## config.mk

```make
export PLATFORM = sky130hd
export DESIGN_NAME = rip128_result_drain
export DESIGN_NICKNAME = d
export VERILOG_FILES = /design/src/rtl/rip128_result_drain.sv
export SDC_FILE = /design/constraint.sdc
export NUM_CORES = 1
export LEC_CHECK = 0
export CAP_MARGIN = 25
export CELL_PAD_IN_SITES_DETAIL_PLACEMENT = 0
export CELL_PAD_IN_SITES_GLOBAL_PLACEMENT = 1
export CORE_MARGIN = 2
export CORE_UTILIZATION = 43
export CTS_BUF_LIST = sky130_fd_sc_hd__clkbuf_8
export DETAILED_ROUTE_END_ITERATION = 10
export PLACE_DENSITY = 0.67
export SLEW_MARGIN = 20
export SYNTH_ARGS = -nofsm -noshare
export SYNTH_HDL_FRONTEND = slang
export SYNTH_SLANG_ARGS = --single-unit
export TNS_END_PERCENT = 100
```

## constraint.sdc

```tcl
create_clock -name clk -period 13.3 [get_ports clk]
set_input_delay 1.33 -clock clk [delete_from_list [all_inputs] [get_ports clk]]
set_output_delay 1.33 -clock clk [all_outputs]
set_load 0.05 [all_outputs]
```

## src/rtl/rip128_result_drain.sv

```systemverilog
// Result stage for the pipelined 128-bit ripple adder: latency-matched valid tracking, DEPTH-entry result FIFO,
// 4x32-bit valid/ready drain. Define RIP128_DRAIN_CREDIT_EN to gate launches with credit-based in_ready.
module rip128_result_drain #(
  parameter int LATENCY = 10,
  parameter int DEPTH   = 4
) (
  input  logic         clk,
  input  logic         rst,
  input  logic         in_valid,
  output logic         in_ready,
  input  logic [127:0] sum,
  input  logic         cout,
  output logic [31:0]  out_data,
  output logic         out_valid,
  input  logic         out_ready,
  output logic         out_last,
  output logic         out_cout,
  output logic         ovf
);

  localparam int AW = (DEPTH > 1) ? $clog2(DEPTH) : 1;
  localparam logic [AW:0] FULL_CNT = DEPTH[AW:0];

  logic [LATENCY-1:0] vld_pipe_q, vld_pipe_d;
  logic [128:0]       mem_q [DEPTH];
  logic [AW-1:0]      wptr_q, wptr_d;
  logic [AW-1:0]      rptr_q, rptr_d;
  logic [AW:0]        cnt_q, cnt_d;
  logic [1:0]         widx_q, widx_d;
  logic               ovf_q, ovf_d;

  logic               launch;
  logic               refused;
  logic               capture_req;
  logic               push;
  logic               pop;
  logic               beat;
  logic               fifo_empty;
  logic               fifo_full;
  logic [128:0]       head;

`ifdef RIP128_DRAIN_CREDIT_EN
  // Launched-but-not-drained results: valid-line occupancy plus FIFO fill.
  logic [AW:0] outst_q, outst_d;

  assign in_ready = (outst_q < FULL_CNT);
  assign launch   = in_valid & in_ready;
  assign refused  = in_valid & ~in_ready;

  always_comb begin
    outst_d = outst_q;
    case ({launch, pop})
      2'b10:   outst_d = outst_q + (AW+1)'(1);
      2'b01:   outst_d = outst_q - (AW+1)'(1);
      default: outst_d = outst_q;
    endcase
  end

  always_ff @(posedge clk or posedge rst) begin
    if (rst) begin
      outst_q <= '0;
    end else begin
      outst_q <= outst_d;
    end
  end
`else
  assign in_ready = 1'b1;
  assign launch   = in_valid;
  assign refused  = 1'b0;
`endif

  generate
    if (LATENCY == 1) begin : g_pipe_one
      assign vld_pipe_d = launch;
    end else begin : g_pipe_many
      assign vld_pipe_d = {vld_pipe_q[LATENCY-2:0], launch};
    end
  endgenerate

  assign capture_req = vld_pipe_q[LATENCY-1];
  assign fifo_empty  = (cnt_q == '0);
  assign fifo_full   = (cnt_q == FULL_CNT);
  assign beat        = out_valid & out_ready;
  assign pop         = beat & (widx_q == 2'd3);
  // A pop in the same cycle frees the head slot, so a full FIFO can still accept.
  assign push        = capture_req & (~fifo_full | pop);
  assign head        = mem_q[rptr_q];

  assign out_valid = ~fifo_empty;
  assign out_last  = out_valid & (widx_q == 2'd3);
  assign out_cout  = out_valid & head[128];
  assign ovf       = ovf_q;

  always_comb begin
    out_data = '0;
    if (out_valid) begin
      case (widx_q)
        2'd0:    out_data = head[31:0];
        2'd1:    out_data = head[63:32];
        2'd2:    out_data = head[95:64];
        default: out_data = head[127:96];
      endcase
    end
  end

  always_comb begin
    wptr_d = wptr_q;
    rptr_d = rptr_q;
    cnt_d  = cnt_q;
    widx_d = widx_q;
    ovf_d  = ovf_q | refused | (capture_req & ~push);
    if (push) begin
      wptr_d = wptr_q + AW'(1);
    end
    if (pop) begin
      rptr_d = rptr_q + AW'(1);
    end
    case ({push, pop})
      2'b10:   cnt_d = cnt_q + (AW+1)'(1);
      2'b01:   cnt_d = cnt_q - (AW+1)'(1);
      default: cnt_d = cnt_q;
    endcase
    if (beat) begin
      widx_d = widx_q + 2'd1;
    end
  end

  always_ff @(posedge clk or posedge rst) begin
    if (rst) begin
      vld_pipe_q <= '0;
      wptr_q     <= '0;
      rptr_q     <= '0;
      cnt_q      <= '0;
      widx_q     <= '0;
      ovf_q      <= 1'b0;
    end else begin
      vld_pipe_q <= vld_pipe_d;
      wptr_q     <= wptr_d;
      rptr_q     <= rptr_d;
      cnt_q      <= cnt_d;
      widx_q     <= widx_d;
      ovf_q      <= ovf_d;
    end
  end

  // Storage is never read while empty, so it needs no reset.
  always_ff @(posedge clk) begin
    if (push) begin
      mem_q[wptr_q] <= {cout, sum};
    end
  end

endmodule
```

# Word-level counts from Yosys, hierarchy flattened
# Memories as Yosys holds them, arrays and structs flattened.
# Index checks and enable logic that the tools add are counted.
# word_totals
ramBits,516
word_cells,37
latch_bits,0
romBits,0
output_inout_bits,37
n_memories,1
input_bits,133
reg_bits,20
# classes
n_div,0
order_cmp,0
n_addsub,5
muxes,5
multipliers,0
n_reduce_logical,3
shifts,0
n_bitwise,11
eq_ne,6
# memory_table
name,depth,width,read_ports,rd_ports_with_merged_regs,wr,line,rtl
mem_q,4,129,1,0,1,25,logic [128:0] mem_q [DEPTH];
# op_table
operator,n
$pmux 32 s3,1
$mux 32,1
$add 2x1->2 const B,3
$and 1x1->1,6
$eq 2x2->1 const B,3
$pmux 3 s2,1
$eq 2x1->1 const B,2
$add 3x1->3 const B,1
$eq 3x3->1 const B,1
$logic_not 3->1,1
$not 1->1,3
$sub 3x1->3 const B,1
$logic_not 2->1,1
$mux 1,2
$or 1x1->1,2
$reduce_bool 2->1,1

# Logic depth before layout (Yosys ltp)
# logic_depth
word_depth,9
ltp_mapped,9
depth_no_buf,9

# Worst setup path after synthesis
# No wires, ideal clock.
# synth_path
path_kind,input to register
from,in out_ready
to,"mem mem_q[0][0], enable pin"
arrival_time_ns,4.829
n_path_buf,0
setup_time_ns,0.503
path_slack_ns,7.968
required_ns,12.797
stages,3
path_cell_list,nand2_1 a31oi_1 and2_1
# synth_between
elab_chain_len,6
# synth_lines
item,line,rtl
start: declaration,15,"input logic out_ready,"
$and 1x1->1,83,assign beat = out_valid & out_ready;
$and 1x1->1,84,assign pop = beat & (widx_q == 2'd3);
$or 1x1->1,86,assign push = capture_req & (~fifo_full | pop);
$and 1x1->1,86,
$mux 1,148,if (push) begin
$mux 1 (implied by the code),149,"mem_q[wptr_q] <= {cout, sum};"
end: declaration,25,
# No other way between the ends.

# Worst setup path in the final report
# layout_path
from,reg rptr_q[1]
to,out out_data[7]
# layout_between
elab_chain_len,3
# layout_lines
item,line,rtl
start: declaration,27,"logic [AW-1:0] rptr_q, rptr_d;"
start signal: assignment,139,rptr_q <= rptr_d;
$mem_v2 4x129,-,
$pmux 32 s3,97,case (widx_q)
$mux 32,96,if (out_valid) begin
end: declaration,13,"output logic [31:0] out_data,"
# No other way between the ends.

==> impl_metrics.toml <==
[clock_tree]
cts-buffers-inserted = 88
cts_root_buf = "clkbuf_8"
h-tree-depth = 3
cts_tree = "built"
post_cts_resized = 0
post_cts_buffers = 0
clock_path_buffers = 3
clock_latency_ps = 650
path_clk_slew_ps = 60
ctsHoldBuffers = 0
cts.sinks = 536

[placement]
place_area_sq_um = 23200
gp_congestion = 0.729
dp_cells = 1883
hpwl_um = 27000
io_buffers = 168

[synth]
synth.distinct_cells = 40
ys_seq_elements = 536
yosysMostFrequentCell = "edfxtp_1"
synth_edf_count = 516
synth_common_cells = "edfxtp_1 (516), mux2i_1 (154), o21ai_0 (67)"
syn_nets = 1293
yosysSeqAreaShare_pct = 76.5
synth_top_area_share_pct = 74.1
yosysWarnings = 0
synth_top_cell_by_area = "edfxtp_1"
syn_inst = 1150
syn_area_per_cell_sq_um = 18.2
synth_area_sq_um = 20900
synth_ff_type = "edfxtp_1"
synth-async-reset-ratio_pct = 3.73
synth_area_leaders = "edfxtp_1 (74%), mux2i_1 (7.4%), mux4_2 (3.8%)"

[power_and_ir_drop]
internal_power_mw = 3.64
combPwrFrac_pct = 38.2
power_mw = 5.83
power_frac_seq_pct = 40.4
switching_share_pct = 37.5
netSwitchingPower_mw = 2.19
power_frac_clock_pct = 21.4
p_leak_nw = 8.42
p_per_area_nw_per_um2 = 235
irDropWorstVdd_v = 0.000146

[critical_path]
cp.required_ps = 11970
end_kind = "primary output"
cp.arrival_ps = 4830
max_stage_delay_ps = 990
worst_setup_path_start_kind = "register"
crit_type = "register to primary output"
crit_slowest_cell = "dfrtp_4"
path_cells = "buf_4 > nand2b_2 > buf_16 > nor2_1 > a2111oi_2 > a21oi_1 > clkdlybuf4s50_1"
cp_max_fo = 67

[sta]
setup_viol = 0
rsz0062_at_grt = "no"
relSlewSlack_pct = 30.6
setup_tns_ps = 0
worst_slew_pin_slew_ps = 1040
hold_viol_final = 0
timing.fmax_mhz = 162
drv_slew = 0
fin_crit_sh_pct = 46.3
fin_worst_skew_ps = 22.4
fin_crit_ps = 6160

[global_routing]
grt_use_total_pct = 19.1
grt_pass1_vias = 11469
antenna_found_initial = 4
grt_overflow = 0
grt_max_degree = 68
grt_pass1_wl_um = 71200

[detailed_routing]
dr.pass1.iters = 5
totalWireLength_um = 47400
wl_per_cell_um = 23.2
vias_per_cell = 5.39
drt_iter0_markers = 718
vias = 11014
ant_nets = 0
drcViolationCount = 0

[floorplan]
core_sq_um = 47800
die_area_sq_um = 50400
die_x_um = 225
start_util_pct = 43.7
rows = 80
die_y_um = 225
pin_count = 170

[worst_hold_path]
hp-class = "register to register"

[job]
max_cap_violations = 0

[final_layout]
final_cells = 2044
drive_above_1_share_pct = 13.9
final_nets = 1503
utilization_pct = 51.7
area_growth_pct = 18.3
design_area_sq_um = 24800

[status]
outcome = "finished, final reports clean"
final cells by class:
| class | count | area [sq um] |
|---|---|---|
| fill | 3973 | 23100 |
| clock inverter | 66 | 263 |
| antenna | 2 | 5.00 |
| sequential | 536 | 16000 |
| inverter | 10 | 37.5 |
| multi-input combinational | 536 | 4520 |
| clock buffer | 91 | 1250 |
| tap | 615 | 769 |
| timing repair buffer | 188 | 1900 |
registers in the layout, summed over array words and instances, names as in the netlist:
name / flops
vld_pipe_q: 10
cnt_q: 3
rptr_q: 2
mem_q: 516
ovf: 1
widx_q: 2
wptr_q: 2
cells in the final DEF (no fill, tap or decap), types with 3 or more instances in the layout:
cell type / n
nand2_1: 9
nand3_1: 32
buf_4: 16
mux4_2: 35
mux2i_1: 154
o21ai_0: 67
and2_4: 4
edfxtp_1: 516
xnor2_1: 4
clkinv_2: 3
clkinvlp_4: 3
o22ai_1: 31
clkdlybuf4s50_1: 168
a21oi_1: 66
clkinv_1: 27
buf_16: 3
ha_1: 7
nor2_1: 64
a2111oi_2: 30
dfrtp_1: 18
clkbuf_8: 91
inv_1: 43
metrics by stage:
step / worst slack, ps / hold slack [ps]
3_3_place_gp: 7580 / 334
6_report: 7140 / 339
4_1_cts: 6790 / 347
5_1_grt: 6870 / 363
2_1_floorplan: 7970 / 331
3_5_place_dp: 7530 / 336
power groups by stage:
stage	combinational, mW	sequential, mW	clock (mW)
floorplan	1.58	2.36	0
global placement	2.23	2.38	0
detailed placement	2.25	2.40	0
CTS	2.25	2.36	1.29
global route	2.38	2.39	1.36
finish	2.23	2.35	1.25
path summary, 6_finish.rpt:
kind,start,endpoint,slack (ps),cells past startpoint
max in group asynchronous,rst,rptr_q[0],11580,2
max reg2reg,widx_q[0],mem_q[0][111],9320,6
max,rptr_q[1],out_data[7],7140,7
min in group asynchronous,rst,widx_q[0],1140,2
min,vld_pipe_q[7],vld_pipe_q[8],340,0
min reg2reg,vld_pipe_q[7],vld_pipe_q[8],340,0
cell families after synthesis:
family | after synthesis | share of synthesized area (%)
AO/OA/AOI/OAI | 204 | 6.66
XOR/XNOR | 6 | 0.251
adder cells (fa/ha/maj) | 10 | 0.634
buffers and inverters | 78 | 2.11
flip-flops | 536 | 76.5
multiplexers | 190 | 11.2
other | 1 | 0.0179
AND/OR/NAND/NOR | 125 | 2.66
layer usage:
layer / routed length (um) / global-route usage, %
met5: 22 / 0
met4: 773 / 5.94
met3: 2370 / 3.83
met2: 22800 / 31.0
met1: 21400 / 26.2
worst max-delay path, delay by kind of cell, from the launching register on:
kind / cells / cell delay (ps)
buffers and inverters: 3 / 1890
and+or+nand+nor: 2 / 760
AOI/OAI and AO/OA: 2 / 420
DFF: 1 / 990
Note: power is estimated with default switching activity, not from simulation.
